`src/rtl/postfix_eval.sv`:
```
// postfix_eval: streaming postfix (RPN) expression evaluator.
// Tokens arrive one per cycle. A token is either an operand, which is pushed,
// or an operator, which pops two entries and pushes one. The first idle cycle
// after a burst of tokens ends the expression. The result is then presented
// for OUT_HOLD cycles, and the evaluator returns to idle.
//
// Ports:
//   CLK        clock, rising edge
//   RESET      synchronous active-high reset
//   IN_VALID   token valid this cycle
//   OP_MODE    0 = IN is an operand, 1 = IN is an operator code
//   IN         4-bit operand (zero-extended) or operator code
//   OUT_VALID  result valid (high for OUT_HOLD cycles)
//   OUT        result, forced to 0 on error
//   ERR        expression error, qualified by OUT_VALID
//   STACK_CNT  current stack occupancy
module postfix_eval #(
    parameter int DATA_W   = 16,
    parameter int DEPTH    = 16,
    parameter int SAT      = 0,
    parameter int OUT_HOLD = 1
) (
    input  logic                       CLK,
    input  logic                       RESET,
    input  logic                       IN_VALID,
    input  logic                       OP_MODE,
    input  logic [3:0]                 IN,
    output logic                       OUT_VALID,
    output logic [DATA_W-1:0]          OUT,
    output logic                       ERR,
    output logic [$clog2(DEPTH+1)-1:0] STACK_CNT
);

    localparam int CNT_W  = $clog2(DEPTH + 1);
    localparam int IDX_W  = $clog2(DEPTH);
    localparam int HOLD_W = (OUT_HOLD > 1) ? $clog2(OUT_HOLD) : 1;

    localparam logic [CNT_W-1:0]  DEPTH_C   = CNT_W'(DEPTH);
    localparam logic [HOLD_W-1:0] HOLD_LOAD = HOLD_W'(OUT_HOLD - 1);

    localparam logic [3:0] OP_ADD = 4'b0001;
    localparam logic [3:0] OP_SUB = 4'b0010;
    localparam logic [3:0] OP_MUL = 4'b0100;
    localparam logic [3:0] OP_AND = 4'b1000;

    typedef enum logic [1:0] {
        S_IDLE = 2'd0,
        S_RUN  = 2'd1,
        S_HOLD = 2'd2
    } state_t;

    state_t              state_q, state_d;
    logic [CNT_W-1:0]    cnt_q, cnt_d;
    logic                latch_q, latch_d;
    logic [HOLD_W-1:0]   hold_q, hold_d;
    logic                out_valid_q, out_valid_d;
    logic [DATA_W-1:0]   out_q, out_d;
    logic                err_q, err_d;
    logic [DATA_W-1:0]   stack_q [DEPTH];

    logic                op_ok_s;
    logic [IDX_W-1:0]    idx_a_s, idx_b_s;
    logic [DATA_W-1:0]   a_s, b_s, res_s;
    logic                illegal_s;
    logic [DATA_W:0]     sum_s;
    logic [2*DATA_W-1:0] prod_s;
    logic                tok_s;
    logic                wr_en_s;
    logic [IDX_W-1:0]    wr_idx_s;
    logic [DATA_W-1:0]   wr_data_s;

    // Operator datapath: fetch the two top entries and compute the result at full precision.
    always_comb begin
        op_ok_s   = (cnt_q >= CNT_W'(2));
        // The indices are guarded so the stack is never read out of range when there are too few entries.
        idx_a_s   = op_ok_s ? IDX_W'(cnt_q - CNT_W'(2)) : {IDX_W{1'b0}};
        idx_b_s   = op_ok_s ? IDX_W'(cnt_q - CNT_W'(1)) : {IDX_W{1'b0}};
        a_s       = stack_q[idx_a_s];
        b_s       = stack_q[idx_b_s];
        sum_s     = {1'b0, a_s} + {1'b0, b_s};
        prod_s    = {{DATA_W{1'b0}}, a_s} * {{DATA_W{1'b0}}, b_s};
        illegal_s = 1'b0;
        res_s     = {DATA_W{1'b0}};
        case (IN)
            OP_ADD: begin
                if ((SAT != 0) && sum_s[DATA_W]) res_s = {DATA_W{1'b1}};
                else                             res_s = sum_s[DATA_W-1:0];
            end
            OP_SUB: begin
                if ((SAT != 0) && (a_s < b_s)) res_s = {DATA_W{1'b0}};
                else                           res_s = a_s - b_s;
            end
            OP_MUL: begin
                if ((SAT != 0) && (|prod_s[2*DATA_W-1:DATA_W])) res_s = {DATA_W{1'b1}};
                else                                            res_s = prod_s[DATA_W-1:0];
            end
            OP_AND:  res_s = a_s & b_s;
            default: illegal_s = 1'b1;
        endcase
    end

    // Next-state logic: sequencing of the FSM, result capture, and token execution.
    always_comb begin
        state_d     = state_q;
        cnt_d       = cnt_q;
        latch_d     = latch_q;
        hold_d      = hold_q;
        out_valid_d = out_valid_q;
        out_d       = out_q;
        err_d       = err_q;
        wr_en_s     = 1'b0;
        wr_idx_s    = {IDX_W{1'b0}};
        wr_data_s   = {DATA_W{1'b0}};

        case (state_q)
            S_IDLE: begin
                if (IN_VALID) state_d = S_RUN;
                else          state_d = S_IDLE;
            end
            S_RUN: begin
                if (!IN_VALID) begin
                    state_d     = S_HOLD;
                    out_valid_d = 1'b1;
                    hold_d      = HOLD_LOAD;
                    if (latch_q || (cnt_q != CNT_W'(1))) begin
                        err_d = 1'b1;
                        out_d = {DATA_W{1'b0}};
                    end else begin
                        err_d = 1'b0;
                        out_d = stack_q[0];
                    end
                end else begin
                    state_d = S_RUN;
                end
            end
            S_HOLD: begin
                if (hold_q == {HOLD_W{1'b0}}) begin
                    // OUT keeps its last value; only valid, error and the stack are cleared.
                    state_d     = S_IDLE;
                    out_valid_d = 1'b0;
                    err_d       = 1'b0;
                    cnt_d       = {CNT_W{1'b0}};
                    latch_d     = 1'b0;
                end else begin
                    hold_d = hold_q - HOLD_W'(1);
                end
            end
            default: state_d = S_IDLE;
        endcase

        // Tokens act only outside HOLD. Once an error has latched, the stack is frozen.
        tok_s = IN_VALID && (state_q != S_HOLD) && !latch_q;
        if (tok_s) begin
            if (!OP_MODE) begin
                if (cnt_q == DEPTH_C) begin
                    latch_d = 1'b1;
                end else begin
                    wr_en_s   = 1'b1;
                    wr_idx_s  = IDX_W'(cnt_q);
                    wr_data_s = {{(DATA_W-4){1'b0}}, IN};
                    cnt_d     = cnt_q + CNT_W'(1);
                end
            end else begin
                if (!op_ok_s || illegal_s) begin
                    latch_d = 1'b1;
                end else begin
                    wr_en_s   = 1'b1;
                    wr_idx_s  = idx_a_s;
                    wr_data_s = res_s;
                    cnt_d     = cnt_q - CNT_W'(1);
                end
            end
        end else begin
            wr_en_s = 1'b0;
        end
    end

    // State, result and stack registers with synchronous reset.
    always_ff @(posedge CLK) begin
        if (RESET) begin
            state_q     <= S_IDLE;
            cnt_q       <= {CNT_W{1'b0}};
            latch_q     <= 1'b0;
            hold_q      <= {HOLD_W{1'b0}};
            out_valid_q <= 1'b0;
            out_q       <= {DATA_W{1'b0}};
            err_q       <= 1'b0;
            for (int i = 0; i < DEPTH; i++) stack_q[i] <= {DATA_W{1'b0}};
        end else begin
            state_q     <= state_d;
            cnt_q       <= cnt_d;
            latch_q     <= latch_d;
            hold_q      <= hold_d;
            out_valid_q <= out_valid_d;
            out_q       <= out_d;
            err_q       <= err_d;
            if (wr_en_s) stack_q[wr_idx_s] <= wr_data_s;
        end
    end

    assign OUT_VALID = out_valid_q;
    assign OUT       = out_q;
    assign ERR       = err_q;
    assign STACK_CNT = cnt_q;

endmodule

```
`config.mk`:
```
export PLATFORM = sky130hd
export DESIGN_NAME = postfix_eval
export DESIGN_NICKNAME = d
export VERILOG_FILES = /design/src/rtl/postfix_eval.sv
export SDC_FILE = /design/constraint.sdc
export NUM_CORES = 1
export LEC_CHECK = 0
export CAP_MARGIN = 0
export CELL_PAD_IN_SITES_DETAIL_PLACEMENT = 0
export CELL_PAD_IN_SITES_GLOBAL_PLACEMENT = 1
export CORE_MARGIN = 1.5
export CORE_UTILIZATION = 25
export DETAILED_ROUTE_END_ITERATION = 6
export HOLD_SLACK_MARGIN = 0.15
export PLACE_DENSITY = 0.55
export SLEW_MARGIN = 20
export SYNTH_ARGS = -nofsm -noshare
export SYNTH_HDL_FRONTEND = slang
export SYNTH_SLANG_ARGS = --single-unit
```
`constraint.sdc`:
```
create_clock -name CLK -period 20.1 [get_ports CLK]
set_input_delay 6.03 -clock CLK [delete_from_list [all_inputs] [get_ports CLK]]
set_output_delay 6.03 -clock CLK [all_outputs]
set_load 0.02 [all_outputs]
```
==> key figures, run 1 <==
Timing
  – Clock Skew: between 0.02 and 0.03 ns
  – Least-Margin Pin Slew: 1.06 ns
  – Worst slew margin: 27.4%
  – Crit share post-route: about 57%
  – RSZ-0062 raised after global routing: no
  – Final setup TNS: 0 ns
  – Final setup viols: 0
  – Fmax: 0.0879 GHz
  – Final Hold Viols: 0
  – Slew Viols, Final: 0
  – Final min period: 11.37 ns

Critical path
  – Slowest cell delay on critical path: 0.86 ns
  – Crit path buffers/inverters: 7
  – Top cell by count, worst path: inv_1
  – Crit. End Element: register
  – Crit path DAT: 11.68 ns
  – Crit-path leading delay family: adder cells
  – Critical Path Fanout Max: 43
  – Crit-path slowest cell: a221oi_4
  – Startpoint Class: register
  – Kind of critical path: register to register
  – WP data required: slightly above 20 ns

Synth
  – Mapped Cells: ~2200
  – Post-synth top area share: 36.7%
  – Number of synthesized flops with an enable pin: 256
  – Sequential fraction of the synthesis area: approximately two fifths
  – Dominant synthesized flop cell: edfxtp_1
  – Synth top area cells: edfxtp_1 37%, fa_1 7.7%, nor2_1 6.7%
  – Post-synth cell types: 103
  – #FFs+latches synth: about 280
  – Synth area leader: edfxtp_1
  – Post-Syn Area: 20900 um2
  – Syn Nets: 2323
  – Avg Cell Area, Syn: 9.69 um2
  – Yosys warnings: 0
  – Ys async rst share: 0%

Floorplan
  – DIE WIDTH: 292 um
  – Site Rows: 105
  – Die ar.: ~85000 um2
  – Core area: 82500 um2
  – Initial Utilization: between 20% and 30%
  – Die Height: 292 um
  – IO Pins: 31

Placement
  – Gpl congestion: 0.938
  – Post-DP HPWL: slightly below 70000 um
  – IO buf count: 30

Detailed routing
  – Routed vias: 17700
  – Drc violations: 0
  – DRT antenna net count: 0
  – First-pass iteration count of the detailed router: 6
  – Drt initial violations: about 1900
  – Detailed Route WL: slightly above 90000 um
  – Vias per cell: 5.45
  – Average wire per standard cell: 28.4 um

Cells and area
  – Area used by multi-input combinational logic: 11500 um2
  – Leading cell types in the layout, fill and taps excluded: 372 x nor2_1, 256 x edfxtp_1, 196 x nand2_1
  – Most common library cell in the layout ignoring fill and taps: nor2_1
  – Nets: 2307
  – Register area: 8210 um2
  – Area Growth Syn to Fin: 12.2%
  – Fill cells: 8659
  – Layout cell share with drive strength beyond 1: 10.0%

Worst hold path
  – Worst min-delay path class: register to register

CTS
  – CTS buffer count: 31
  – Post-CTS sizing: 0
  – Clock sink count: 282
  – Post-CTS setup buffer count: 0
  – Hold buffer count at cts: 0
  – Root Buffer: clkbuf_16
  – H-tree depth: 1
  – TritonCTS clock tree: yes
  – Clk buf depth: 3
  – Clock latency on the worst-skew pair: 0.62 ns
  – Clock transition at path regs: roughly 0.070 ns

Global route
  – GRT Total Usage: approximately a fifth
  – First-pass GRT wire length: 131000 um
  – Gr ovfl total: 0
  – Pin count of the biggest net entering global routing: 70
  – Antenna violations before repair: 1
  – Number of global-route vias before repair: 17300

Run status
  – Status: finished clean

Flow run
  – Max Cap Viol: 0
-- metrics by stage --
stage | hold WS [ns] | area [um2] | std cells | worst slack [ns] | util [%]
5_1_grt | 0.473 | 23500 | 3240 | 8.24 | 28.5
6_report | 0.448 | 23500 | 3241 | 8.73 | 28.5
3_5_place_dp | 0.438 | 22400 | 3182 | 8.27 | 27.1
4_1_cts | 0.446 | 23500 | 3240 | 8.73 | 28.4
2_1_floorplan | 0.423 | 20900 | 2161 | 10.06 | -
3_3_place_gp | 0.434 | 22400 | 3182 | 8.33 | 27.1
-- layout make-up --
class                   count  share of cell area, %
inverters                 153                   2.45
diodes                      1                 0.0107
clock buffers              34                   3.35
well taps                1070                   5.70
multi-input cells        1583                   49.0
repair buffers             94                   3.30
flip-flops and latches    282                   35.0
clock inverters            24                   1.23
-- routing by layer --
metal	global-route usage [%]	share of wire, %	vias up
li1	-	-	7665
met1	28.7	43	8969
met2	33.2	45	871
met3	2.90	7.2	167
met4	9.64	4.9	0
met5	0	0	-
-- path summary, 6_finish.rpt --
kind                                 from                       endpoint  slack (ns)  depth (start not counted)
setup / recovery  STACK_CNT[2]$_SDFF_PP0_  stack_q[12][15]$_SDFFCE_PN0P_        8.73                         30
hold / removal      state_q[1]$_SDFF_PP0_          state_q[0]$_SDFF_PP0_        0.45                          1
setup reg to reg  STACK_CNT[2]$_SDFF_PP0_  stack_q[12][15]$_SDFFCE_PN0P_        8.73                         30
hold reg to reg     state_q[1]$_SDFF_PP0_          state_q[0]$_SDFF_PP0_        0.45                          1
-- worst register-to-register path, delay by kind of cell, from the launching register on --
kind / cells / cell delay [ns]
AO/OA/AOI/OAI: 8 / 2.96
adder cells (fa/ha/maj): 8 / 3.50
buffers and inverters: 7 / 1.43
flip-flops: 1 / 0.69
multiplexers: 1 / 0.41
AND/OR/NAND/NOR: 6 / 2.10
-- cell usage after synthesis (11+ instances only) --
master and count:
nor2b_1 12, mux2i_1 101, xnor2_1 48, nor2_1 372
a211oi_1 29, a21o_1 11, clkbuf_1 68, o211ai_1 23
o22ai_1 31, nor3_1 27, buf_4 14, inv_1 147
o221ai_1 11, mux2_2 23, and2_1 16, a31oi_1 16
a221oi_1 37, nand2b_1 40, fa_1 81, xor2_1 14
nand2_1 196, edfxtp_1 256, o21ai_0 59, a21oi_1 97
dfxtp_1 26, buf_6 12, nand3_1 54, ha_1 73
buf_2 45, mux4_2 16
-- state kept, by name, summed over array words and instances, names as in the netlist --
register	flops
latch_q	1
stack_q	256
OUT	16
state_q	2
ERR	1
OUT_VALID	1
STACK_CNT	5
-- kinds of logic after synthesis --
logic type               Yosys count  synth area share (%)
XOR/XNOR                          67                  3.13
multiplexers                     141                  7.84
adder cells (fa/ha/maj)          154                  12.1
flip-flops                       282                  39.2
buffers and inverters            296                  6.26
AND/OR/NAND/NOR                  792                  16.8
AO/OA/AOI/OAI                    429                  14.6
Power of run 1 is not shown: default switching activity piles up to over one toggle a cycle in this logic, so the estimate is an artifact.
==> run 2, diff against run 1 <==
==> constraint.sdc (replaced) <==
create_clock -name CLK -period 10.6 [get_ports CLK]
set_input_delay 3.18 -clock CLK [delete_from_list [all_inputs] [get_ports CLK]]
set_output_delay 3.18 -clock CLK [all_outputs]
set_load 0.02 [all_outputs]
==> key figures, run 2 (same netlist as run 1, synthesis figures left out) <==
Detailed routing
  – DRT antenna net count: 0 (unchanged)
  – Met2 Routed Length: 42800 um (was 41200 um)
  – Met3 wire len: 6110 um (was 6660 um)
  – Top Layer Used: met4 (unchanged)
  – Drc violations: 0 (unchanged)
  – Routed vias: 17800 (was 17700)
  – Detailed Route WL: 90100 um (was 92000 um)
  – Drt initial violations: 1668 (was 1879)
  – Wire length on met1: 38600 um (was 39600 um)
  – Vias per cell: 5.45 (about the same)
  – Average wire per standard cell: 27.6 um (was 28.4 um)
  – First-pass iteration count of the detailed router: 7 (was 6)

CTS
  – Clk buf depth: 3 (unchanged)
  – Post-CTS sizing: 0 (unchanged)
  – Root Buffer: clkbuf_16 (unchanged)
  – Clock latency on the worst-skew pair: 0.57 ns (was 0.62 ns)
  – Clock sink count: 282 (unchanged)
  – Hold buffer count at cts: 0 (unchanged)
  – H-tree depth: 2 (was 1)
  – TritonCTS clock tree: yes (unchanged)
  – Clock transition at path regs: 0.07 ns (about the same)
  – Post-CTS setup buffer count: 0 (unchanged)
  – CTS buffer count: 34 (was 31)

Power
  – Worst IR Drop VDD: 0.000965 V
  – Overall power consumption: 0.00957 W
  – Pwr Density: about 400 nW/um2
  – LEAKAGE: approximately 8.4 nW

Cells and area
  – Nets: 2328 (was 2307)
  – Antenna diode count: 0 (was 1)
  – Layout cell share with drive strength beyond 1: 10.8% (was 10.0%)
  – Fin cells: 3260 (was 3241)
  – Area Growth Syn to Fin: 13.0% (was 12.2%)
  – Fill cells: 8675 (was 8659)
  – Largest reg by FF count: stack_q (unchanged)
  – Post-route cell area: 23600 um2 (was 23500 um2)
  – Register area: 8210 um2 (unchanged)
  – Most common library cell in the layout ignoring fill and taps: nor2_1 (unchanged)
  – Max FFs per register: 256 (unchanged)
  – Leading cell types in the layout, fill and taps excluded: 372 x nor2_1, 256 x edfxtp_1, 196 x nand2_1 (unchanged)
  – Area used by multi-input combinational logic: 11500 um2 (about the same)

Placement
  – Placed instance area: 22600 um2 (was 22400 um2)
  – Post-DP HPWL: 66100 um (was 67200 um)
  – Gpl congestion: 0.900 (was 0.938)
  – Worst slack at placement: 0.654 ns (was 8.27 ns)
  – IO buf count: 30 (unchanged)
  – DP Cell Count: 3200 (was 3182)

Floorplan
  – Core area: 82500 um2 (unchanged)
  – DIE WIDTH: 292 um (unchanged)
  – IO Pins: 31 (unchanged)
  – Die ar.: 85500 um2 (unchanged)
  – Initial Utilization: 25.4% (unchanged)
  – Die Height: 292 um (unchanged)
  – Site Rows: 105 (unchanged)

Timing
  – Clock Skew: 0.0225 ns (was 0.0281 ns)
  – Worst slew margin: 21.8% (was 27.4%)
  – Final setup TNS: 0 ns (unchanged)
  – Least-Margin Pin Slew: 1.17 ns (was 1.06 ns)
  – Slew Viols, Final: 0 (unchanged)
  – Final WS setup: 0.541 ns (was 8.73 ns)
  – RSZ-0062 raised after global routing: no (unchanged)
  – Crit share post-route: 94.9% (was 56.6%)
  – Final setup viols: 0 (unchanged)
  – Final min period: 10.06 ns (was 11.37 ns)
  – Final Hold Viols: 0 (unchanged)
  – Fmax: 0.0994 GHz (was 0.0879 GHz)

Worst hold path
  – WHS Endpoint: OUT[10]$_SDFFE_PP0P_ (was state_q[0]$_SDFF_PP0_)
  – Hold Path Stages: 2 (was 1)
  – Hold_sp: OUT[10]$_SDFFE_PP0P_ (was state_q[1]$_SDFF_PP0_)
  – Worst min-delay path class: register to register (unchanged)

Critical path
  – Top cell by count, worst path: fa_1 (was inv_1)
  – Slowest cell delay on critical path: 0.91 ns (was 0.86 ns)
  – Worst r2r path cells: 30 (unchanged)
  – Crit-path slowest cell: xnor2_1 (was a221oi_4)
  – WP data required: 10.90 ns (was 20.41 ns)
  – Crit path DAT: 10.36 ns (was 11.68 ns)
  – Startpoint Class: register (unchanged)
  – Reg2reg start: STACK_CNT[1]$_SDFF_PP0_ (was STACK_CNT[2]$_SDFF_PP0_)
  – Reg2reg end: stack_q[9][15]$_SDFFCE_PN0P_ (was stack_q[12][15]$_SDFFCE_PN0P_)
  – FF-to-FF setup slack: 0.54 ns (was 8.73 ns)
  – Kind of critical path: register to register (unchanged)
  – Critical Path Fanout Max: 27 (was 43)
  – Crit. End Element: register (unchanged)

Global route
  – GRT Total Usage: 20.8% (was 21.1%)
  – Number of global-route vias before repair: 17800 (was 17300)
  – Pin count of the biggest net entering global routing: 139 (was 70)
  – Antenna violations before repair: 2 (was 1)
  – Gr ovfl total: 0 (unchanged)
  – First-pass GRT wire length: 130000 um (was 131000 um)

Run status
  – Status: finished clean (unchanged)

Flow run
  – Max Cap Viol: 0 (unchanged)
run 2: changes by cell type in the layout (fill, tap and decap cells not counted), moves of 3 or more:
cell       previous run  this run
bufinv_16             6         3
clkbuf_1              3         8
buf_4                64        79
buf_12                0         3
nand2b_2              2         6
inv_6                 6         2
clkbuf_16            31        34
nand2b_1             38        34
run 2: cell type report:
| class | count | area share [%] |
|---|---|---|
| multi-input cells | 1583 | 48.6 |
| clock buffers | 43 | 3.78 |
| repair buffers | 112 | 4.01 |
| well taps | 1070 | 5.66 |
| inverters | 153 | 2.43 |
| clock inverters | 17 | 0.767 |
| flip-flops and latches | 282 | 34.7 |
run 2: through the flow:
| stage | util (%) | hold slack (ns) |
|---|---|---|
| after floorplan | - | 0.423 |
| final | 28.7 | 0.451 |
| after global routing | 28.7 | 0.473 |
| after global placement | 27.3 | 0.432 |
| after CTS | 28.7 | 0.452 |
| after detailed placement | 27.3 | 0.444 |
run 2: worst max-delay path, delay by kind of cell, from the launching register on:
kind	cells	cell delay (ns)
flops	1	0.34
xor+xnor	9	2.45
fa+ha+maj	7	3.17
mux	1	0.32
simple gates	3	0.40
compound gates	5	1.92
buf+inv	5	1.11
run 2: worst max-delay path by stage:
stage                                 start                           end  slack, ns  cells after the start
floorplan           STACK_CNT[0]$_SDFF_PP0_  stack_q[2][15]$_SDFFCE_PN0P_       1.53                     41
global placement    STACK_CNT[1]$_SDFF_PP0_  stack_q[6][15]$_SDFFCE_PN0P_       0.71                     34
detailed placement  STACK_CNT[1]$_SDFF_PP0_  stack_q[9][15]$_SDFFCE_PN0P_       0.65                     30
CTS                 STACK_CNT[1]$_SDFF_PP0_  stack_q[9][15]$_SDFFCE_PN0P_       0.60                     30
global route        STACK_CNT[1]$_SDFF_PP0_  stack_q[9][15]$_SDFFCE_PN0P_       0.04                     35
finish              STACK_CNT[1]$_SDFF_PP0_  stack_q[9][15]$_SDFFCE_PN0P_       0.54                     30
run 2: layer usage:
metal  global-route usage [%]  vias up
met5                        0        -
met4                     7.10        0
met3                     2.94      136
met2                     34.8      813
met1                     27.6     9107
li1                         -     7713
run 2: power breakdown:
group,leakage [nW],total [W],internal [W],switching [W]
Clock,0.520,0.00119,0.000676,0.000511
Combinational,5.01,0.00710,0.00273,0.00436
Sequential,2.85,0.00128,0.00125,0.0000311
Note: power is estimated with default switching activity, not from simulation.
==> run 3, diff against run 2 <==
--- a/config.mk
+++ b/config.mk
@@ -8,10 +8,10 @@
 export CAP_MARGIN = 0
 export CELL_PAD_IN_SITES_DETAIL_PLACEMENT = 0
 export CELL_PAD_IN_SITES_GLOBAL_PLACEMENT = 1
-export CORE_MARGIN = 1.5
+export CORE_MARGIN = 5
 export CORE_UTILIZATION = 25
 export DETAILED_ROUTE_END_ITERATION = 6
-export HOLD_SLACK_MARGIN = 0.15
+export HOLD_SLACK_MARGIN = 0.06
 export PLACE_DENSITY = 0.55
 export SLEW_MARGIN = 20
 export SYNTH_ARGS = -nofsm -noshare
==> key figures, run 3 (same netlist as run 1, synthesis figures left out) <==
Placement
  – DP Cell Count: 3208 (was 3200)
  – Post-DP HPWL: 66600 um (was 66100 um)
  – IO buf count: 30 (unchanged)
  – Gpl congestion: 0.934 (was 0.900)

Floorplan
  – Site Rows: 106 (was 105)
  – Initial Utilization: 25.1% (was 25.4%)
  – Core area: 83300 um2 (was 82500 um2)
  – DIE WIDTH: 299 um (was 292 um)
  – IO Pins: 31 (unchanged)
  – Die ar.: 89600 um2 (was 85500 um2)
  – Die Height: 299 um (was 292 um)

Cells and area
  – Fin cells: 3273 (was 3260)
  – Largest reg by FF count: stack_q (unchanged)
  – Leading cell types in the layout, fill and taps excluded: 372 x nor2_1, 256 x edfxtp_1, 196 x nand2_1 (unchanged)
  – Max FFs per register: 256 (unchanged)
  – Nets: 2328 (unchanged)
  – Layout cell share with drive strength beyond 1: 10.6% (was 10.8%)
  – Most common library cell in the layout ignoring fill and taps: nor2_1 (unchanged)
  – Area Growth Syn to Fin: 13.0% (about the same)

CTS
  – Clock sink count: 282 (unchanged)
  – TritonCTS clock tree: yes (unchanged)
  – Clock transition at path regs: 0.07 ns (about the same)
  – H-tree depth: 2 (unchanged)
  – Clk buf depth: 3 (unchanged)
  – CTS buffer count: 36 (was 34)
  – Post-CTS setup buffer count: 0 (unchanged)
  – Clock latency on the worst-skew pair: 0.59 ns (was 0.57 ns)
  – Hold buffer count at cts: 0 (unchanged)
  – Root Buffer: clkbuf_16 (unchanged)

Power
  – LEAKAGE: 8.39 nW (was 8.38 nW)
  – Flop pwr share: 13.5% (was 13.4%)
  – Internal power: 0.00465 W (was 0.00466 W)
  – P_sw: 0.00485 W (was 0.00491 W)
  – Clock Power Share: 12.5% (was 12.4%)
  – Overall power consumption: 0.00950 W (was 0.00957 W)
  – Worst IR Drop VDD: 0.000583 V (was 0.000965 V)
  – Comb pwr share: 74.0% (was 74.2%)
  – Pwr Density: 402 nW/um2 (was 405 nW/um2)
  – Sw Share: 51.1% (was 51.3%)

Detailed routing
  – Routed vias: 17800 (about the same)
  – Vias per cell: 5.43 (was 5.45)
  – Average wire per standard cell: 27.7 um (was 27.6 um)
  – Drc violations: 0 (unchanged)
  – Drt initial violations: 1979 (was 1668)
  – First-pass iteration count of the detailed router: 6 (was 7)
  – DRT antenna net count: 0 (unchanged)
  – Detailed Route WL: 90600 um (was 90100 um)

Critical path
  – Crit path DAT: 10.55 ns (was 10.36 ns)
  – Startpoint Class: register (unchanged)
  – Crit. End Element: register (unchanged)
  – Crit-path leading delay family: adder cells (unchanged)
  – Kind of critical path: register to register (unchanged)
  – WP data required: 10.89 ns (was 10.90 ns)
  – Crit-path slowest cell: nor3b_4 (was xnor2_1)
  – Crit path buffers/inverters: 7 (was 5)
  – Top cell by count, worst path: fa_1 (unchanged)
  – Slowest cell delay on critical path: 0.85 ns (was 0.91 ns)
  – Critical Path Fanout Max: 18 (was 27)

Timing
  – Final Hold Viols: 0 (unchanged)
  – RSZ-0062 raised after global routing: no (unchanged)
  – Final min period: 10.27 ns (was 10.06 ns)
  – Worst slew margin: 25.7% (was 21.8%)
  – Final setup viols: 0 (unchanged)
  – Clock Skew: 0.0434 ns (was 0.0225 ns)
  – Final setup TNS: 0 ns (unchanged)
  – Fmax: 0.0974 GHz (was 0.0994 GHz)
  – Least-Margin Pin Slew: 1.11 ns (was 1.17 ns)
  – Crit share post-route: 96.9% (was 94.9%)
  – Slew Viols, Final: 0 (unchanged)

Global route
  – Number of global-route vias before repair: 17700 (was 17800)
  – GRT Total Usage: 19.6% (was 20.8%)
  – Antenna violations before repair: 1 (was 2)
  – First-pass GRT wire length: 130000 um (about the same)
  – Pin count of the biggest net entering global routing: 71 (was 139)
  – Gr ovfl total: 0 (unchanged)

Flow run
  – Max Cap Viol: 0 (unchanged)

Worst hold path
  – Worst min-delay path class: register to register (unchanged)

Run status
  – Status: finished clean (unchanged)
run 3: final timing paths:
| kind | from | cells after the start | endpoint | slack [ns] |
|---|---|---|---|---|
| worst max-delay path | STACK_CNT[1]$_SDFF_PP0_ | 32 | stack_q[7][15]$_SDFFCE_PN0P_ | 0.33 |
| worst min-delay path | state_q[1]$_SDFF_PP0_ | 1 | state_q[0]$_SDFF_PP0_ | 0.46 |
| worst max register to register | STACK_CNT[1]$_SDFF_PP0_ | 32 | stack_q[7][15]$_SDFFCE_PN0P_ | 0.33 |
| worst min register to register | state_q[1]$_SDFF_PP0_ | 1 | state_q[0]$_SDFF_PP0_ | 0.46 |
run 3: final cells by class:
| type | instances | area, um2 |
|---|---|---|
| Multi-Input combinational cell | 1583 | 11500 |
| Fill cell | 8798 | 59600 |
| Sequential cell | 282 | 8210 |
| Timing Repair Buffer | 110 | 921 |
| Tap cell | 1080 | 1350 |
| Clock inverter | 21 | 190 |
| Clock buffer | 43 | 927 |
| Inverter | 153 | 574 |
| Antenna cell | 1 | 2.50 |
run 3: metal layers:
metal	track usage, %	part of all wire (%)
met5	0	0
met4	6.32	3.7
met3	3.49	7.8
met2	31.7	46
met1	26.9	43
run 3: timing repair:
item / 4_1_cts / 5_1_grt
setup endpoints to repair: 0 / 8
resized for setup: 0 / 1
endpoints found under the hold margin: 0 / 0
run 3: power by group through the flow:
stage	Clock (W)	Combinational [W]	Sequential [W]
3_3_place_gp	0	0.00695	0.00131
3_5_place_dp	0	0.00696	0.00131
2_1_floorplan	0	0.00495	0.00129
6_report	0.00119	0.00703	0.00129
4_1_cts	0.00121	0.00702	0.00128
5_1_grt	0.00125	0.00777	0.00129
run 3: through the flow:
| stage | utilization (%) | setup WS, ns | hold WS, ns | area, um2 |
|---|---|---|---|---|
| after floorplan | - | 1.53 | 0.423 | 20900 |
| after global placement | 27.0 | 0.564 | 0.433 | 22500 |
| after detailed placement | 27.0 | 0.525 | 0.447 | 22500 |
| after CTS | 28.4 | 0.412 | 0.458 | 23600 |
| after global routing | 28.4 | 0.119 | 0.470 | 23700 |
| final | 28.4 | 0.333 | 0.455 | 23700 |
run 3: worst reg2reg max path: cells and delay by family, from the launching register on:
family          cells  cell delay, ns
flops               1            0.32
xor+xnor            8            1.60
mux                 1            0.33
simple gates        7            2.50
compound gates      2            0.33
fa+ha+maj           7            3.28
buf+inv             7            1.62
